<file path="src/rtl/cam_lookup_ctrl.sv">
// Request-side controller for a 32-entry CAM: searches each key, optionally
// allocates on miss with oldest-first replacement, and returns hit/index.
module cam_lookup_ctrl #(
    parameter int unsigned WIDTH      = 32,
    parameter int unsigned ADDR_WIDTH = 5
) (
    input  logic                  clk_i,
    input  logic                  rst_i,
    input  logic                  req_valid_i,
    output logic                  req_ready_o,
    input  logic [WIDTH-1:0]      req_key_i,
    input  logic                  req_insert_i,
    output logic                  rsp_valid_o,
    input  logic                  rsp_ready_i,
    output logic                  rsp_hit_o,
    output logic                  rsp_inserted_o,
    output logic [ADDR_WIDTH-1:0] rsp_index_o,
    output logic                  cam_search_enable_o,
    output logic [WIDTH-1:0]      cam_search_data_o,
    input  logic                  cam_search_valid_i,
    input  logic [ADDR_WIDTH-1:0] cam_search_index_i,
    output logic                  cam_write_enable_o,
    output logic [ADDR_WIDTH-1:0] cam_write_index_o,
    output logic [WIDTH-1:0]      cam_write_data_o,
    output logic [ADDR_WIDTH:0]   occupancy_o
);

    localparam int unsigned DEPTH = 1 << ADDR_WIDTH;

    typedef enum logic [1:0] {
        IDLE   = 2'd0,
        SEARCH = 2'd1,
        WRITE  = 2'd2,
        RESP   = 2'd3
    } state_t;

    state_t                state_q;
    state_t                state_d;
    logic [WIDTH-1:0]      key_q;
    logic                  insert_q;
    logic [ADDR_WIDTH-1:0] victim_q;
    logic [ADDR_WIDTH:0]   occ_q;
    logic                  hit_q;
    logic                  inserted_q;
    logic [ADDR_WIDTH-1:0] index_q;

    // State register
    always_ff @(posedge clk_i or posedge rst_i) begin
        if (rst_i) begin
            state_q <= IDLE;
        end else begin
            state_q <= state_d;
        end
    end

    // Next-state logic
    always_comb begin
        state_d = state_q;
        case (state_q)
            IDLE: begin
                if (req_valid_i) begin
                    state_d = SEARCH;
                end
            end
            SEARCH: begin
                if (!cam_search_valid_i && insert_q) begin
                    state_d = WRITE;
                end else begin
                    state_d = RESP;
                end
            end
            WRITE: begin
                state_d = RESP;
            end
            RESP: begin
                if (rsp_ready_i) begin
                    state_d = IDLE;
                end
            end
            default: begin
                state_d = IDLE;
            end
        endcase
    end

    // Outputs decoded from state; data/index ports always show latched values.
    // req_ready_o is also masked by rst_i so it reads 0 throughout reset.
    always_comb begin
        req_ready_o         = 1'b0;
        rsp_valid_o         = 1'b0;
        cam_search_enable_o = 1'b0;
        cam_write_enable_o  = 1'b0;
        case (state_q)
            IDLE:    req_ready_o         = !rst_i;
            SEARCH:  cam_search_enable_o = 1'b1;
            WRITE:   cam_write_enable_o  = 1'b1;
            RESP:    rsp_valid_o         = 1'b1;
            default: req_ready_o         = 1'b0;
        endcase
        cam_search_data_o = key_q;
        cam_write_data_o  = key_q;
        cam_write_index_o = victim_q;
        rsp_hit_o         = hit_q;
        rsp_inserted_o    = inserted_q;
        rsp_index_o       = index_q;
        occupancy_o       = occ_q;
    end

    // Request latch, response fields, and FIFO replacement bookkeeping
    always_ff @(posedge clk_i or posedge rst_i) begin
        if (rst_i) begin
            key_q      <= '0;
            insert_q   <= 1'b0;
            victim_q   <= '0;
            occ_q      <= '0;
            hit_q      <= 1'b0;
            inserted_q <= 1'b0;
            index_q    <= '0;
        end else begin
            case (state_q)
                IDLE: begin
                    if (req_valid_i) begin
                        key_q    <= req_key_i;
                        insert_q <= req_insert_i;
                    end
                end
                SEARCH: begin
                    hit_q      <= cam_search_valid_i;
                    inserted_q <= 1'b0;
                    index_q    <= cam_search_valid_i ? cam_search_index_i : '0;
                end
                WRITE: begin
                    hit_q      <= 1'b0;
                    inserted_q <= 1'b1;
                    index_q    <= victim_q;
                    victim_q   <= victim_q + ADDR_WIDTH'(1);
                    if (occ_q != (ADDR_WIDTH+1)'(DEPTH)) begin
                        occ_q <= occ_q + (ADDR_WIDTH+1)'(1);
                    end
                end
                default: begin
                end
            endcase
        end
    end

endmodule

</file>
<file path="config.mk">
export PLATFORM = sky130hd
export DESIGN_NAME = cam_lookup_ctrl
export DESIGN_NICKNAME = d
export VERILOG_FILES = /design/src/rtl/cam_lookup_ctrl.sv
export SDC_FILE = /design/constraint.sdc
export NUM_CORES = 1
export LEC_CHECK = 0
export CAP_MARGIN = 20
export CORE_MARGIN = 3
export CORE_UTILIZATION = 25
export CTS_CLUSTER_DIAMETER = 60
export DETAILED_ROUTE_END_ITERATION = 8
export GPL_ROUTABILITY_DRIVEN = 1
export HOLD_SLACK_MARGIN = 0.1
export PLACE_DENSITY = 0.65
export SLEW_MARGIN = 20
export SYNTH_ARGS = -nofsm -noshare
export SYNTH_HDL_FRONTEND = slang
export SYNTH_SLANG_ARGS = --single-unit
</file>
<file path="constraint.sdc">
create_clock -name clk_i -period 2.3 [get_ports clk_i]
set_clock_uncertainty 0.05 [all_clocks]
set_input_delay 0.575 -clock clk_i [delete_from_list [all_inputs] [get_ports clk_i]]
set_output_delay 0.575 -clock clk_i [all_outputs]
set_load 0.02 [all_outputs]
</file>
Word level (Yosys, flattened, before mapping)
Cells that the tools add are included.

Output and inout bits: 86. Bits in registers: 53. Bits of input ports: 43. Logic and storage cells: 36.

Reductions and logical operators: 8. Equality and inequality tests: 6. $add $sub $neg: 2. Multiplexer cells: 12.

Operators by type and width (count): $pmux W5 S2 (1); $pmux W2 S4 (1); $add A6 B1 Y6 const B (1); $ne A6 B6 Y1 const B (1); $reduce_and A2 Y1 (3); $add A5 B1 Y5 const B (1); $mux W1 (5); $mux W5 (1); $eq A2 B2 Y1 const B (2); $mux W2 (2); $ne A2 B2 Y1 const B (2); $pmux W1 S2 (2); $eq A2 B1 Y1 const B (1); $logic_not A1 Y1 (2); $logic_not A2 Y1 (1); $reduce_bool A2 Y1 (1); $logic_and A1 B1 Y1 (1).

Longest topological paths before layout
Depth after elaboration: 4. Gate-level depth with buffers: 7. Gate-level depth less buffers: 5.

Worst setup path before layout
OpenSTA, ideal clock, no wires.

Kind: register to output. From: register state_q[0]. To: output req_ready_o. Path buffers: 0. Arrival: 1047 ps. Setup slack: 628 ps. Data required time: 1675 ps. Stages on the path, launching flop included: 4. Cell sequence: dfrtp_1 > inv_1 > ha_1 > nor2b_1.

Cells in the longest elaborated chain, start to end: 2.

RTL lines: from (decl) (line 37) `state_t state_q;`; from (signal assigned) (line 52) `state_q <= state_d;`; $logic_not A2 Y1 (line 93) `case (state_q)`; $mux W1 (line 93); to (decl) (line 10) `output logic req_ready_o,`.

No other way between the ends.

Worst setup path after layout
Ends and elaborated chain as after synthesis.

==> results.json <==
{
  "post-route-util_pct": 39.9,
  "final_cell_mix": "clkdlybuf4s50_1, dfrtp_1, mux2_2",
  "status": "completed",
  "drv_cap": 0,
  "reg2regPathDepth": 6,
  "fp.dieW_um": 106,
  "track_usage_pct": 9.93,
  "antenna_found_initial": 0,
  "synth_cell_types": 27,
  "dp.cells": 412,
  "dr_total_vias": 1767,
  "finalNetCount": 341,
  "routedWlPerCell_um": 13.6,
  "hold_end": "occupancy_o[5]",
  "synth-xor-area-share_pct": 2.82,
  "synth_async_sr_flop_share_pct": 100,
  "dp_slack_ns": -0.0560,
  "post_cts_buffers": 0,
  "final_antenna_net_count": 0,
  "synth_fa_ha_area_share_pct": 4.03,
  "synth_compound_area_share_pct": 5.24,
  "initial_utilization_pct": 26.2,
  "hold_depth": 1,
  "cts_buffer_depth": 2,
  "synth_edf_count": 0,
  "final_common_cell": "clkdlybuf4s50_1",
  "hold_viol_final": 0,
  "core_area_um2": 9460,
  "overflow": 0,
  "drt-total-wl_um": 5700,
  "grt_max_degree": 54,
  "hold_buffers": 0,
  "drive_gt1_share_pct": 17.9,
  "cp.arrival_ns": 1.56,
  "die_h_um": 106,
  "std_cell_rows": 35,
  "synth.avg_cell_area_um2": 13.1,
  "ff2ff_setup_slack_ns": 0.55,
  "design.die.area_um2": 11200,
  "synthMuxAreaShare_pct": 17.2,
  "maxSlewViolCount": 0,
  "viasPerCell": 4.21,
  "io_pins": 129,
  "grt_pass1_vias": 1769,
  "hold_path_class": "register to register",
  "synth_area_leaders": "dfrtp_1, mux2_2, buf_4",
  "worstSetupPathType": "register to output pin",
  "end_kind": "output pin",
  "synth-seq-area-share_pct": 53.4,
  "fin_ws_ns": 0.119,
  "synth_top_area_share_pct": 53.4,
  "synth_top_family_by_area": "multiplexers",
  "cts.sinks": 53,
  "numCtsBuffers": 5,
  "stdcell_count": 420,
  "required_ns": 1.67,
  "period_needed_ns": 2.18,
  "netlist_area_um2": 2480,
  "crit_path_max_fanout": 5,
  "ys_seq_elements": 53,
  "hpwlAfterDp_um": 4290,
  "p_per_area_nw_per_um2": 1570,
  "clock_latency_ns": 0.30,
  "yosys_warnings": 0,
  "fmax_ghz": 0.459,
  "drtPass1Iterations": 4,
  "synth_fp_nets": 240,
  "setup-violations-final": 0,
  "synth-simple-area-share_pct": 4.74,
  "path_clk_slew_ns": 0.09,
  "area_delta_synth_final_pct": 52.1,
  "synth.largest_area_cell": "dfrtp_1",
  "worstHoldStart": "occupancy_o[5]",
  "slew-limit-headroom_pct": 70.4,
  "r2r-end": "rsp_index_o[4]",
  "total_power_w": 0.00592,
  "n_antenna_cell": 0,
  "cts_tree": "done",
  "p_leak_nw": 1.58,
  "h-tree-depth": 2,
  "cts-root-buf": "clkbuf_8",
  "drt_iter0_drc": 34,
  "rsz0062_at_grt": "no",
  "ir_worst_vdd_mv": 0.590,
  "ys.flop_type": "dfrtp_1",
  "period_share_pct": 94.8,
  "start_kind": "register",
  "grt_pass1_wl_um": 9110,
  "tightest_slew_ns": 0.444,
  "r2r-start": "state_q[0]",
  "port_buffers": 128,
  "synthCells": 189,
  "drc": 0,
  "place_congestion": 0.780
}
[worst max-delay path, stage by stage, from the launching register on]
cell and delay, ns:
dfrtp_1 0.41, inv_1 0.15, ha_1 0.22, nor2b_1 0.13, dlygate4sd2_1 0.34
[power breakdown]
group	switching (W)	leakage, nW	total, W	internal [W]
logic	0.00173	0.896	0.00362	0.00188
registers	0.000401	0.636	0.00180	0.00140
clock network	0.000288	0.0450	0.000500	0.000212
[how the worst max path moves through the flow]
| stage | start | to | slack, ns | cells past startpoint |
|---|---|---|---|---|
| 2_1_floorplan | rst_i | cam_search_data_o[0] | 0.39 | 1 |
| 3_3_place_gp | rst_i | req_ready_o | -0.04 | 3 |
| 3_5_place_dp | rst_i | req_ready_o | -0.06 | 3 |
| 4_1_cts | state_q[1] | cam_search_enable_o | 0.04 | 3 |
| 5_1_grt | state_q[0] | req_ready_o | 0.02 | 4 |
| 6_report | state_q[0] | req_ready_o | 0.12 | 4 |
[per-stage QoR]
| step | setup TNS, ns | hold slack, ns | instance area (um^2) |
|---|---|---|---|
| 6_report | 0 | 0.467 | 3770 |
| 5_1_grt | 0 | 0.490 | 3770 |
| 4_1_cts | 0 | 0.479 | 3770 |
| 3_5_place_dp | -0.0560 | 0.457 | 3690 |
| 3_3_place_gp | -0.0395 | 0.447 | 3690 |
| 2_1_floorplan | 0 | 0.424 | 2480 |
[final cells by class]
type                       instances  area (um^2)
clock inverter                     2         10.0
timing repair buffer             132         1340
clock buffer                       6         72.6
fill                             927         5680
tap                              129          161
sequential                        53         1330
inverter                           6         22.5
multi-input combinational         92          846
[logic make-up (layout without fill, tap and decap cells)]
group                    count (synthesis)  in the layout
flip-flops                              53             53
buffers and inverters                   44            146
AO/OA/AOI/OAI                           16             16
AND/OR/NAND/NOR                         22             22
multiplexers                            38             38
XOR/XNOR                                 8              8
adder cells (fa/ha/maj)                  8              8
[state kept, by name, summed over array words and instances (netlist names)]
| name | cells |
|---|---|
| cam_search_data_o | 32 |
| occupancy_o | 6 |
| cam_write_index_o | 5 |
| rsp_index_o | 5 |
| state_q | 2 |
| insert_q | 1 |
| rsp_hit_o | 1 |
| rsp_inserted_o | 1 |
[cells in the mapped netlist, types with 2 or more instances]
master   count
a21oi_1      5
a22oi_1      5
buf_2        2
buf_4       32
buf_6        3
dfrtp_1     53
ha_1         8
inv_1        6
mux2_2      37
nand2_1      5
nand4_1      4
nor2_1       6
nor2b_1      3
xnor2_1      7
[repair_timing]
item                                    CTS  global route
pin swaps                                 0             0
gates cloned                              0             0
resized for setup                         2             1
endpoints found under the setup margin    2             1
[metal layers]
layer	routed length [um]	track usage, %	up-vias
li1	-	-	813
met1	2430	12.3	862
met2	2730	16.7	90
met3	521	3.67	2
met4	14	1.94	0
met5	0	0	-
Power figures use the tool's default switching activity.
